<file path="src/rtl/if_instr_queue.sv">
// IF->ID decoupling FIFO: first-word-fall-through instruction queue that absorbs
// ICache returns while ID stalls, flushed as a unit on redirect.
module if_instr_queue #(
    parameter int DEPTH  = 4,
    parameter int EXC_W  = 8,
    parameter int PRES_W = 34
) (
    input  logic                       clk,
    input  logic                       rst,
    input  logic                       flush,
    input  logic                       fetch_valid,
    output logic                       fetch_ready,
    input  logic [31:0]                fetch_instr,
    input  logic [31:0]                fetch_pc,
    input  logic [EXC_W-1:0]           fetch_except,
    input  logic [PRES_W-1:0]          fetch_presult,
    input  logic                       id_wr,
    output logic                       if_valid,
    output logic [31:0]                if_instr,
    output logic [31:0]                if_pc,
    output logic [EXC_W-1:0]           if_except,
    output logic [PRES_W-1:0]          if_presult,
    output logic [$clog2(DEPTH):0]     count
);

    localparam int AW = $clog2(DEPTH);
    localparam int CW = AW + 1;

    logic [31:0]       r_instr   [DEPTH];
    logic [31:0]       r_pc      [DEPTH];
    logic [EXC_W-1:0]  r_except  [DEPTH];
    logic [PRES_W-1:0] r_presult [DEPTH];

    logic [AW-1:0] r_wptr;
    logic [AW-1:0] r_rptr;
    logic [CW-1:0] r_count;

    logic w_push;
    logic w_pop;

    // Handshake status comes from registered occupancy only, so no
    // combinational path exists from id_wr or fetch_valid to fetch_ready.
    assign fetch_ready = (r_count != CW'(DEPTH));
    assign if_valid    = (r_count != '0);
    assign count       = r_count;

    assign w_push = fetch_valid & fetch_ready & ~flush;
    assign w_pop  = id_wr & if_valid & ~flush;

    // An empty queue presents a NOP with no exception to ID.
    assign if_instr   = if_valid ? r_instr[r_rptr]   : '0;
    assign if_pc      = if_valid ? r_pc[r_rptr]      : '0;
    assign if_except  = if_valid ? r_except[r_rptr]  : '0;
    assign if_presult = if_valid ? r_presult[r_rptr] : '0;

    always_ff @(posedge clk) begin
        if (rst || flush) begin
            r_wptr  <= '0;
            r_rptr  <= '0;
            r_count <= '0;
        end else begin
            if (w_push) begin
                r_wptr <= r_wptr + AW'(1);
            end
            if (w_pop) begin
                r_rptr <= r_rptr + AW'(1);
            end
            r_count <= r_count + CW'(w_push) - CW'(w_pop);
        end
    end

    // Storage is not reset; validity is tracked by r_count alone.
    always_ff @(posedge clk) begin
        if (w_push && !rst) begin
            r_instr[r_wptr]   <= fetch_instr;
            r_pc[r_wptr]      <= fetch_pc;
            r_except[r_wptr]  <= fetch_except;
            r_presult[r_wptr] <= fetch_presult;
        end
    end

endmodule

</file>
<file path="config.mk">
export PLATFORM = sky130hd
export DESIGN_NAME = if_instr_queue
export DESIGN_NICKNAME = d
export VERILOG_FILES = /design/src/rtl/if_instr_queue.sv
export SDC_FILE = /design/constraint.sdc
export NUM_CORES = 1
export LEC_CHECK = 0
export ABC_AREA = 0
export BUFFER_PORTS_ARGS = -buffer_cell sky130_fd_sc_hd__buf_2
export CAP_MARGIN = 15
export CORE_ASPECT_RATIO = 0.8
export CORE_MARGIN = 3
export CORE_UTILIZATION = 50
export CTS_CLUSTER_SIZE = 40
export DETAILED_ROUTE_END_ITERATION = 10
export PLACE_DENSITY = 0.71
export SYNTH_ARGS = -nofsm -noshare
export SYNTH_HDL_FRONTEND = slang
export SYNTH_SLANG_ARGS = --single-unit
export TNS_END_PERCENT = 20
</file>
<file path="constraint.sdc">
create_clock -name clk -period 20.8 [get_ports clk]
set_input_delay 2.08 -clock clk [delete_from_list [all_inputs] [get_ports clk]]
set_output_delay 2.08 -clock clk [all_outputs]
set_load 0.01 [all_outputs]
</file>
==> impl_results.md <==
* Outcome: completed
* Starting Density at 0.516
* Most common cell after layout, fill and taps aside: edfxtp_1
* Post-Syn Nets at 838
* Fin crit period at 5.09 ns
* CTS resizes at 0
* Max clock buf depth at 3
* Vias per cell at 5.54
* Hold Crit Class: register to register
* CP arrival at 3.01 ns
* Multi-input gate area at 0.00335 mm^2
* IO buf count at 221
* DR top layer: met5
* Syn_area_per_cell at 22.9 um^2
* Crit path max fanout at 64
* Final setup vio count at 0
* VDD IR max at 0.0000676 V
* DPL Wire Length at about 19 mm
* First-pass GRT wire length at 49.4 mm
* Synth warnings at 0
* Vias after detailed routing at 7837
* Mux cell area share after synthesis at 0.146
* Worst-Skew Late Latency at 0.53 ns
* Die X at 209 um
* Setup_tns at 0 ns
* Worst setup EP type: output port
* Pins over their slew limit at 0
* First-pass DRT Iterations at 5
* Initial antenna violation count at 10
* Nets@finish at 1077
* TritonCTS Buffers at 41
* Number of global-route vias before repair at between 8000 and 9000
* Largest family of logic cells by synthesized area: multiplexers
* Mapped cell area at 0.0165 mm^2
* Top cell type's share of synthesized area at 0.773
* CTS clk-pin slew, worst paths at 0.06 ns
* Rel. slew slack at 0.303
* Total Die Area at about 0.035 mm^2
* Power Density at 90.5 mW/mm^2
* # fillers at 2263
* CTS tree: built
* Hold_ws at 0.507 ns
* Leading area contributor after synthesis: edfxtp_1
* Total I/O pin count at 222
* RSZ-0062 raised after global routing: false
* Row cnt at 58
* Met1 WL at 13.6 mm
* Slew @ Worst Pin at 1.05 ns
* Synth Area in Compound Gates at 0.000987
* Core footprint at 0.0319 mm^2
* Distinct cells, synth at 23
* Max incr delay on CP at 0.87 ns
* Setup Fix Bufs, Post-CTS at 0
* Crit share post-route at 0.245
* WP data required at 18.72 ns
* Max Cap Violations at 0
* Synth area leaders: edfxtp_1 77%, mux4_2 14%, and2_1 4.1%
* Post-synthesis adder-cell area fraction at 0.00577
* Wire length after detailed routing at 32.2 mm
* Global placement routability congestion at 0.748
* CP Launch Type: register
* Layout cells sized above 1 at 0.413
* WS Path Type: register to output port
* Lkg Pwr at 6.62 nW
* Post-DRT Antenna Nets at 0
* Mapped Cells at 720
* Most frequent cells in the layout: 424 x edfxtp_1, 221 x buf_2, 108 x and2_1
* Gr usage total at 0.183
* Slowest CP cell: buf_4
* Final hold vios at 0
* Total met2 wirelength after detailed routing at 15.3 mm
* Fmax at 0.197 GHz
* Hold buffers post-CTS at 0
* Post-synthesis sequential area ratio at 0.784
* H-tree Lvls at 2
* Routed WL per cell at 22.8 um
* Layout Skew at 0.0101 ns
* #FFs+latches synth at approximately 430
* Critical Path, Cell by Cell: buf_4 -> mux4_2 -> and2_1 -> buf_2
* Drt initial violations at approximately 560
* Sequential Area at 0.0129 mm^2
* Simple-Gate Fraction of Synth Area at 0.0470
* Drt drc at 0
* Grt total ovfl at 0
* Root Buffer: clkbuf_16
* Largest net degree at the start of global routing at 71
* Die extent in y at 168 um
* Sink Count at 433
* Synth-to-layout area growth at 17.2%
* Met3 wire len at 2.57 mm
* XOR/XNOR Fraction of Synth Area at 0.00213
path summary, 6_finish.rpt:
path	startpoint	to	slack, ns	depth (start not counted)
setup reg to reg	count[1]$_SDFF_PP0_	r_presult[0][25]$_DFFE_PP_	17.87	5
hold / removal	r_wptr[1]$_SDFFE_PP0P_	r_wptr[1]$_SDFFE_PP0P_	0.51	2
setup / recovery	register	if_pc[20]	15.71	4
hold reg to reg	r_wptr[1]$_SDFFE_PP0P_	r_wptr[1]$_SDFFE_PP0P_	0.51	2
logic make-up (layout without fill, tap and decap cells):
logic type,Yosys count,after routing
flops,433,433
other cells,0,4
fa+ha+maj,7,7
xor+xnor,4,4
compound gates,2,2
mux,108,108
buf+inv,41,312
simple gates,125,125
where the power goes:
group | switching (mW) | leakage [nW] | total [mW] | internal [mW]
logic | 0.0379 | 2.07 | 0.0662 | 0.0283
clock network | 0.303 | 0.640 | 0.714 | 0.410
registers | 0.00260 | 3.90 | 0.969 | 0.966
total | 0.344 | 6.62 | 1.75 | 1.40
worst max-delay path, delay by kind of cell, from the launching register on:
kind                   cells  cell delay [ns]
buffers and inverters      2             1.02
flip-flops                 1             0.76
multiplexers               1             0.41
AND/OR/NAND/NOR            1             0.20
stage by stage:
step	util	setup slack, ns	instance area, um^2	cells	total power [mW]
6_report	0.605	15.71	19300	1415	1.75
5_1_grt	0.605	15.48	19300	1413	1.81
4_1_cts	0.605	15.61	19300	1411	1.77
3_5_place_dp	0.564	16.12	18000	1336	1.05
3_3_place_gp	0.564	16.13	18000	1336	1.05
2_1_floorplan	-	9.95	16500	720	1.02
cell type report:
class,instances,area share
Clock inverter,23,0.00875
Multi-Input combinational cell,246,0.173
Timing Repair Buffer,233,0.0619
Antenna cell,4,0.000518
Tap cell,420,0.0272
Clock buffer,52,0.0585
Sequential cell,433,0.669
Inverter,4,0.000777
flip-flops by register name, summed over array words and instances (netlist names), named ones only:
name and cells:
count 3, r_except 32, r_instr 128, r_pc 128, r_presult 136, r_rptr 2, r_wptr 2
metal layers:
metal,track usage,up-vias
li1,-,3425
met1,0.260,4071
met2,0.289,271
met3,0.0516,56
met4,0.0431,14
met5,0,-
cells in the mapped netlist, drive strengths merged:
library cell	count
nor3	4
nand2	4
o31ai	1
o311ai	1
dfxtp	9
inv	4
edfxtp	424
nand3b	1
ha	6
mux2i	2
nor2	2
nor3b	4
xnor2	2
and2	108
fa	1
mux4	106
or3b	1
xor2	2
or3	1
buf	19
clkbuf	18
No activity file was read; power rests on OpenSTA's default activity.
